<file path="config.mk">
export PLATFORM = sky130hd
export DESIGN_NAME = alu_mul_seq_flat
export DESIGN_NICKNAME = d
export VERILOG_FILES = /design/src/rtl/alu_mul_seq_pkg.sv /design/src/rtl/alu_mul_seq_if.sv /design/src/rtl/alu_mul_seq.sv /design/src/flat_wrapper.sv
export SDC_FILE = /design/constraint.sdc
export NUM_CORES = 1
export LEC_CHECK = 0
export ABC_AREA = 1
export BUFFER_PORTS_ARGS = -buffer_cell sky130_fd_sc_hd__buf_2
export CAP_MARGIN = 20
export CORE_MARGIN = 2
export CORE_UTILIZATION = 51
export CTS_BUF_LIST = sky130_fd_sc_hd__clkbuf_16
export DETAILED_ROUTE_END_ITERATION = 10
export PLACE_DENSITY = 0.8
export SYNTH_ARGS = -nofsm -noshare
export SYNTH_HDL_FRONTEND = slang
export SYNTH_SLANG_ARGS = --single-unit
</file>
<file path="constraint.sdc">
create_clock -name clk -period 2.3 [get_ports clk]
set_clock_uncertainty 0.05 [all_clocks]
set_input_delay 0.23 -clock clk [delete_from_list [all_inputs] [get_ports clk]]
set_output_delay 0.23 -clock clk [all_outputs]
set_load 0.01 [all_outputs]
</file>
<file path="src/rtl/alu_mul_seq_pkg.sv">
// ----------------------------------------------------------------------------
// alu_mul_seq_pkg
// Shared constants and types for the sequential shift-add multiplier that
// borrows the datapath's 32-bit ALU.
//   DATA_LEN      : datapath / ALU width
//   ALU_OPCODE_W  : width of the ALU opcode bus
//   ALU_ADD       : opcode that makes the shared ALU return a + b
//   mul_state_t   : controller states (IDLE=0, RUN=1, DONE=2)
// ----------------------------------------------------------------------------
package alu_mul_seq_pkg;

  localparam int DATA_LEN     = 32;
  localparam int ALU_OPCODE_W = 4;

  typedef logic [ALU_OPCODE_W-1:0] alu_opcode_t;

  localparam alu_opcode_t ALU_ADD = 4'd0;

  typedef enum logic [1:0] {
    MUL_IDLE = 2'd0,
    MUL_RUN  = 2'd1,
    MUL_DONE = 2'd2
  } mul_state_t;

endpackage

</file>
<file path="src/rtl/alu_mul_seq_if.sv">
// ----------------------------------------------------------------------------
// alu_mul_seq_if
// Bundles the multiplier request/result handshake with the shared-ALU request
// bus.
//   start, op_a, op_b      : request from the datapath
//   busy, done             : controller status (done is a one-cycle pulse)
//   prod_hi, prod_lo       : 2*WIDTH-bit product, held until the next start
//   alu_a, alu_b, alu_op   : request into the shared ALU
//   alu_result             : combinational ALU result for the same cycle
// Modports:
//   master : datapath side (issues start, owns the ALU and returns alu_result)
//   slave  : the multiplier controller
// ----------------------------------------------------------------------------
interface alu_mul_seq_if
  import alu_mul_seq_pkg::*;
#(
  parameter int WIDTH = DATA_LEN
) ();

  logic              start;
  logic [WIDTH-1:0]  op_a;
  logic [WIDTH-1:0]  op_b;
  logic              busy;
  logic              done;
  logic [WIDTH-1:0]  prod_hi;
  logic [WIDTH-1:0]  prod_lo;
  logic [WIDTH-1:0]  alu_a;
  logic [WIDTH-1:0]  alu_b;
  alu_opcode_t       alu_op;
  logic [WIDTH-1:0]  alu_result;

  modport master (
    output start, op_a, op_b, alu_result,
    input  busy, done, prod_hi, prod_lo, alu_a, alu_b, alu_op
  );

  modport slave (
    input  start, op_a, op_b, alu_result,
    output busy, done, prod_hi, prod_lo, alu_a, alu_b, alu_op
  );

endinterface

</file>
<file path="src/rtl/alu_mul_seq.sv">
// ----------------------------------------------------------------------------
// alu_mul_seq
// Multi-cycle unsigned shift-add multiplier controller. Each RUN cycle issues
// one ALU_ADD (acc + (mplr[0] ? mcand : 0)) on the shared ALU, then shifts
// {carry, sum, mplr} right by one. After WIDTH iterations {acc, mplr} holds
// the full 2*WIDTH-bit product.
// Ports:
//   clk  : rising-edge clock
//   rst  : synchronous, active-high reset
//   bus  : alu_mul_seq_if.slave (start/op_a/op_b in, busy/done/prod out,
//          alu_a/alu_b/alu_op out, alu_result in)
// Optional build macro:
//   MUL_ZERO_BYPASS_EN : a start with op_a==0 or op_b==0 skips RUN and goes
//                        straight to DONE with a zero product.
// ----------------------------------------------------------------------------
module alu_mul_seq
  import alu_mul_seq_pkg::*;
#(
  parameter int WIDTH = DATA_LEN,
  parameter int CNT_W = $clog2(WIDTH) + 1
) (
  input  logic         clk,
  input  logic         rst,
  alu_mul_seq_if.slave bus
);

  mul_state_t         state_q, state_d;
  logic [WIDTH-1:0]   mcand_q;
  logic [WIDTH-1:0]   acc_q;
  logic [WIDTH-1:0]   mplr_q;
  logic [WIDTH-1:0]   prod_hi_q;
  logic [WIDTH-1:0]   prod_lo_q;
  logic [CNT_W-1:0]   cnt_q;

  logic               accept;
  logic               zero_op;
  logic               last_iter;
  logic               carry;
  logic [2*WIDTH-1:0] shifted;

  // A start is only heard when no iteration is in flight.
  assign accept    = bus.start && ((state_q == MUL_IDLE) || (state_q == MUL_DONE));
  assign last_iter = (cnt_q == CNT_W'(WIDTH - 1));

`ifdef MUL_ZERO_BYPASS_EN
  assign zero_op = (bus.op_a == '0) || (bus.op_b == '0);
`else
  assign zero_op = 1'b0;
`endif

  // The ALU add wraps modulo 2^WIDTH; a wrapped sum is smaller than acc,
  // which recovers the carry-out that shifts into the top of acc.
  assign carry   = (bus.alu_result < acc_q);
  assign shifted = {carry, bus.alu_result, mplr_q[WIDTH-1:1]};

  assign bus.busy    = (state_q == MUL_RUN);
  assign bus.done    = (state_q == MUL_DONE);
  assign bus.prod_hi = prod_hi_q;
  assign bus.prod_lo = prod_lo_q;

  always_comb begin
    state_d    = state_q;
    bus.alu_a  = '0;
    bus.alu_b  = '0;
    bus.alu_op = ALU_ADD;
    case (state_q)
      MUL_IDLE: begin
        if (accept) state_d = zero_op ? MUL_DONE : MUL_RUN;
      end
      MUL_RUN: begin
        bus.alu_a = acc_q;
        bus.alu_b = mplr_q[0] ? mcand_q : '0;
        if (last_iter) state_d = MUL_DONE;
      end
      MUL_DONE: begin
        if (accept) state_d = zero_op ? MUL_DONE : MUL_RUN;
        else        state_d = MUL_IDLE;
      end
      default: state_d = MUL_IDLE;
    endcase
  end

  // Control and externally visible state: cleared by reset.
  always_ff @(posedge clk) begin
    if (rst) begin
      state_q   <= MUL_IDLE;
      mcand_q   <= '0;
      cnt_q     <= '0;
      prod_hi_q <= '0;
      prod_lo_q <= '0;
    end else begin
      state_q <= state_d;
      if (accept) begin
        mcand_q <= bus.op_a;
        cnt_q   <= '0;
        if (zero_op) begin
          prod_hi_q <= '0;
          prod_lo_q <= '0;
        end
      end else if (state_q == MUL_RUN) begin
        cnt_q <= cnt_q + 1'b1;
        if (last_iter) begin
          prod_hi_q <= shifted[2*WIDTH-1:WIDTH];
          prod_lo_q <= shifted[WIDTH-1:0];
        end
      end
    end
  end

  // Working accumulator / multiplier shift register: always reloaded on an
  // accepted start, so it carries no reset.
  always_ff @(posedge clk) begin
    if (accept) begin
      acc_q  <= '0;
      mplr_q <= bus.op_b;
    end else if (state_q == MUL_RUN) begin
      acc_q  <= shifted[2*WIDTH-1:WIDTH];
      mplr_q <= shifted[WIDTH-1:0];
    end
  end

endmodule

</file>
<file path="src/flat_wrapper.sv">
// flat-port wrapper written by rule: the top's interface ports become plain ports
module alu_mul_seq_flat import alu_mul_seq_pkg::*;
#(
  parameter int WIDTH = DATA_LEN,
  parameter int CNT_W = $clog2(WIDTH) + 1
)
  (clk, rst, bus_start, bus_op_a, bus_op_b, bus_alu_result, bus_busy, bus_done, bus_prod_hi, bus_prod_lo, bus_alu_a, bus_alu_b, bus_alu_op);
  alu_mul_seq_if #(.WIDTH(WIDTH)) bus_i ();
  input  logic clk;
  input  logic rst;
  input wire logic [$bits(bus_i.start)-1:0] bus_start;
  input wire logic [$bits(bus_i.op_a)-1:0] bus_op_a;
  input wire logic [$bits(bus_i.op_b)-1:0] bus_op_b;
  input wire logic [$bits(bus_i.alu_result)-1:0] bus_alu_result;
  output wire logic [$bits(bus_i.busy)-1:0] bus_busy;
  output wire logic [$bits(bus_i.done)-1:0] bus_done;
  output wire logic [$bits(bus_i.prod_hi)-1:0] bus_prod_hi;
  output wire logic [$bits(bus_i.prod_lo)-1:0] bus_prod_lo;
  output wire logic [$bits(bus_i.alu_a)-1:0] bus_alu_a;
  output wire logic [$bits(bus_i.alu_b)-1:0] bus_alu_b;
  output wire logic [$bits(bus_i.alu_op)-1:0] bus_alu_op;
  assign bus_i.start = bus_start;
  assign bus_i.op_a = bus_op_a;
  assign bus_i.op_b = bus_op_b;
  assign bus_i.alu_result = bus_alu_result;
  assign bus_busy = bus_i.busy;
  assign bus_done = bus_i.done;
  assign bus_prod_hi = bus_i.prod_hi;
  assign bus_prod_lo = bus_i.prod_lo;
  assign bus_alu_a = bus_i.alu_a;
  assign bus_alu_b = bus_i.alu_b;
  assign bus_alu_op = bus_i.alu_op;
  alu_mul_seq #(.WIDTH(WIDTH), .CNT_W(CNT_W)) u_core (.clk(clk), .rst(rst), .bus(bus_i));
endmodule
</file>
==> metrics.sh <==
GP_CONGESTION=0.798
ARRIVAL_NS=1.66
GRT_PASS1_WL_MM=29.3
POST_CTS_SETUP_BUFS=0
FINAL_CRITICAL_PATH_TIME_INCLUDING_I_O_DELAYS_AND_SETUP_NS=1.94
CRITICAL_PATH.REG2REG.STARTPOINT='u_core.cnt_q[0]'
RATIO_OF_CELLS_WITH_DRIVE_ABOVE_1_IN_THE_FINAL_LAYOUT_PCT=27.6
VDD_IR_DROP_MAX_uV=641
CLOCK_LATENCY_NS=0.42
WORST_SETUP_HOLD_PATH_CLK_SLEW_NS=0.07
IO_BUFFERS=228
CRITICALPATHCATEGORY='flop to primary output'
TNS_NS=0
MAX_FREQ_GHz=0.515
YS.WARNINGS.COUNT=0
TIMING.MAX_CAP.VIOLATIONS=0
HOLD_PATH.STARTPOINT='bus_op_a[28]'
LEAKAGE_POWER_OF_THE_DESIGN_nW=4.65
SHARE_OF_THE_CYCLE_NEEDED_BY_THE_CRITICAL_PATH_AFTER_ROUTING_PCT=84.4
R2R_CELLS=8
GRT_ANTENNA_BEFORE_REPAIR=1
WORST_EP_REQUIRED_TIME_NS=2.02
CTS.REPAIR.RESIZED=0
DR.FIRST_ITER.DRC_COUNT=436
SYNTH.AREA.TOP_CELLS='dfxtp_1 (37%), edfxtp_1 (13%), nor2_1 (9.0%)'
RRSETUPSLACK_NS=0.38
DIE_HEIGHT_UM=124
SYNTH.LIB_CELLS_USED.DISTINCT=27
LAYOUT.CELLS.MOST_COMMON='buf_2'
YOSYSTOPAREACELLSHARE_PCT=37.2
ROUTED_LEN_INST_UM=13.8
CRITICAL_PATH.TOP_DELAY_FAMILY='flip-flops'
HOLD_DEPTH=3
GRTUSAGETOTAL_PCT=24.4
NUM_ROWS=43
IO_PINS=233
PATH_MAX_FANOUT=40
GLOBALROUTE.TOTALOVERFLOW=0
DRT_PRE_ANTENNA_ITERS=5
SEQUENTIAL_FRACTION_OF_THE_SYNTHESIS_AREA_PCT=50.3
SETUP_VIOLATIONS=0
FLOORPLAN_DIE_AREA_UM2=15300
PWR_DENSITY_CELL_nW_PER_UM2=756
GRT_PASS1_VIAS=6229
STATUS='finished clean'
SYNTH_TOP_CELL_BY_AREA='dfxtp_1'
MIN_TO='u_core.mcand_q[28]'
SYNTH_ENABLE_FLOP_CELLS=32
WORSTSETUPSTARTPOINTTYPE='flop'
MOST_FREQUENT_CELLS_IN_THE_LAYOUT='buf_2 (228), nor2_1 (175), nand2_1 (164), dfxtp_1 (136), inv_1 (80)'
SYN_AREA_PER_CELL_UM2=7.98
DRC=0
TIMING.CRITICAL_PATH.TO_TYPE='primary output'
NETLIST_AREA_BEFORE_PLACEMENT_UM2=7330
FF_TO_FF_END='u_core.bus.prod_hi[15]'
WIRELENGTH_MM=18.6
CLOCK_TREE_FROM_TRITONCTS='yes'
DPL.HPWL_MM=12.1
SYN_INST=918
CLOCK_SINKS=168
FP.COREAREA_UM2=13900
SYNTH_ASYNC_SR_FLOP_SHARE_PCT=0
NUMBER_OF_FLIP_FLOPS_AND_LATCHES_IN_THE_SYNTHESIZED_NETLIST=168
DETAIL-ROUTE-ANTENNA-NETS=0
MAX_STAGE_DELAY_NS=0.45
CTS_MAX_LEVEL=4
FINAL_HOLD_VIOL_COUNT=0
PIN_COUNT_OF_THE_BIGGEST_NET_ENTERING_GLOBAL_ROUTING=70
DIEWIDTH_UM=124
CTS_INSERTED_BUFFERS=17
CRITPATHBUFINV=2
AREAGROWTHSYNTHTOFINISH_PCT=28.2
CLK_ROOT_BUFFER_CELL='clkbuf_16'
DESIGN.FINAL.NETS=1284
CRIT_PATH_TOP_DELAY_CELL='dfxtp_1'
SLEW_VIOLATIONS=0
SLEW-LIMIT-HEADROOM_PCT=39.3
WORST-SLEW-PIN-TRANSITION_NS=0.910
CLOCKBUFFERDEPTH=2
FINAL_CORE_UTIL_PCT=67.4
HOLDCRITPATHCLASS='input pin to flop'
VIAS_PER_CELL=5.03
TIMING.CRITICAL_PATH.CELLS='nand2_4, buf_4, nor2_1, buf_2'
DETAILROUTE.VIA_COUNT=6772
GRT_SETUP_UNREPAIRED='false'
FLOORPLAN.INITIALDENSITY_PCT=52.6
SYNTHFLOPTYPE='dfxtp_1'
-- area by class of cell --
cell class,instances,area [um^2]
Sequential cell,168,3680
Timing Repair Buffer,271,1550
Antenna cell,1,2.50
Multi-Input combinational cell,612,3030
Tap cell,180,225
Fill cell,1160,4540
Clock inverter,15,166
Clock buffer,17,425
Inverter,83,314
-- repair_timing --
action | CTS | global route
setup endpoints to repair | 0 | 0
hold buffers | 30 | 0
endpoints found under the hold margin | 30 | 0
-- per-stage QoR --
step	setup WS [ns]	power, mW	cell area, um^2	std cells	hold WS [ns]
global route	0.123	7.42	9400	1347	0.00356
finish	0.359	7.10	9400	1347	0.0130
global placement	0.451	4.24	8500	1284	0.384
floorplan	0.641	3.95	7340	921	0.249
detailed placement	0.396	4.27	8500	1284	0.381
CTS	0.322	7.14	9390	1346	0.00150
-- cell families after synthesis --
| family | count (synthesis) | share of synthesized area, % |
|---|---|---|
| AND/OR/NAND/NOR | 419 | 24.2 |
| flip-flops | 168 | 50.3 |
| AO/OA/AOI/OAI | 157 | 11.2 |
| buffers and inverters | 141 | 8.80 |
| adder cells (fa/ha/maj) | 32 | 5.47 |
| other | 1 | 0.0512 |
-- synth_stat cells (all sizes together), types with 20 or more instances --
| library cell | count |
|---|---|
| nand2 | 166 |
| o21ai | 107 |
| nand3 | 34 |
| a21oi | 20 |
| inv | 83 |
| o22ai | 30 |
| clkbuf | 20 |
| ha | 32 |
| buf | 38 |
| dfxtp | 136 |
| nor2 | 209 |
| edfxtp | 32 |
-- state kept, by name, summed over array words and instances (netlist names) --
register	cells
u_core.acc_q	32
u_core.bus.prod_hi	32
u_core.bus.prod_lo	32
u_core.mcand_q	32
u_core.mplr_q	32
u_core.cnt_q	6
u_core.state_q	2
-- report_power, final --
group | switching, mW | internal, mW | leakage [nW]
registers | 0.0917 | 3.23 | 1.43
clock network | 1.23 | 1.62 | 0.288
logic | 0.575 | 0.357 | 2.93
-- worst reg2reg max path, delay by kind of cell, from the launching register on --
| kind | cells | cell delay (ns) |
|---|---|---|
| buf+inv | 2 | 0.76 |
| flops | 1 | 0.33 |
| fa+ha+maj | 1 | 0.19 |
| simple gates | 4 | 0.40 |
| compound gates | 1 | 0.12 |
-- metal layers --
| metal | GRT usage [%] | wire, um |
|---|---|---|
| met1 | 30.9 | 8100 |
| met2 | 40.0 | 8720 |
| met3 | 6.78 | 1320 |
| met4 | 8.88 | 463 |
| met5 | 0 | 0 |
-- worst max path at each step --
stage	cells past startpoint	slack, ns	end	start
5_1_grt	8	0.12	u_core.bus.prod_hi[12]	u_core.cnt_q[0]
3_3_place_gp	8	0.45	u_core.bus.prod_hi[27]	u_core.cnt_q[0]
4_1_cts	4	0.32	bus_alu_b[0]	u_core.state_q[0]
3_5_place_dp	8	0.40	u_core.bus.prod_hi[12]	u_core.cnt_q[0]
6_report	4	0.36	bus_alu_b[0]	u_core.state_q[0]
2_1_floorplan	4	0.64	u_core.mplr_q[0]	u_core.state_q[0]
Power figures use the tool's default switching activity.
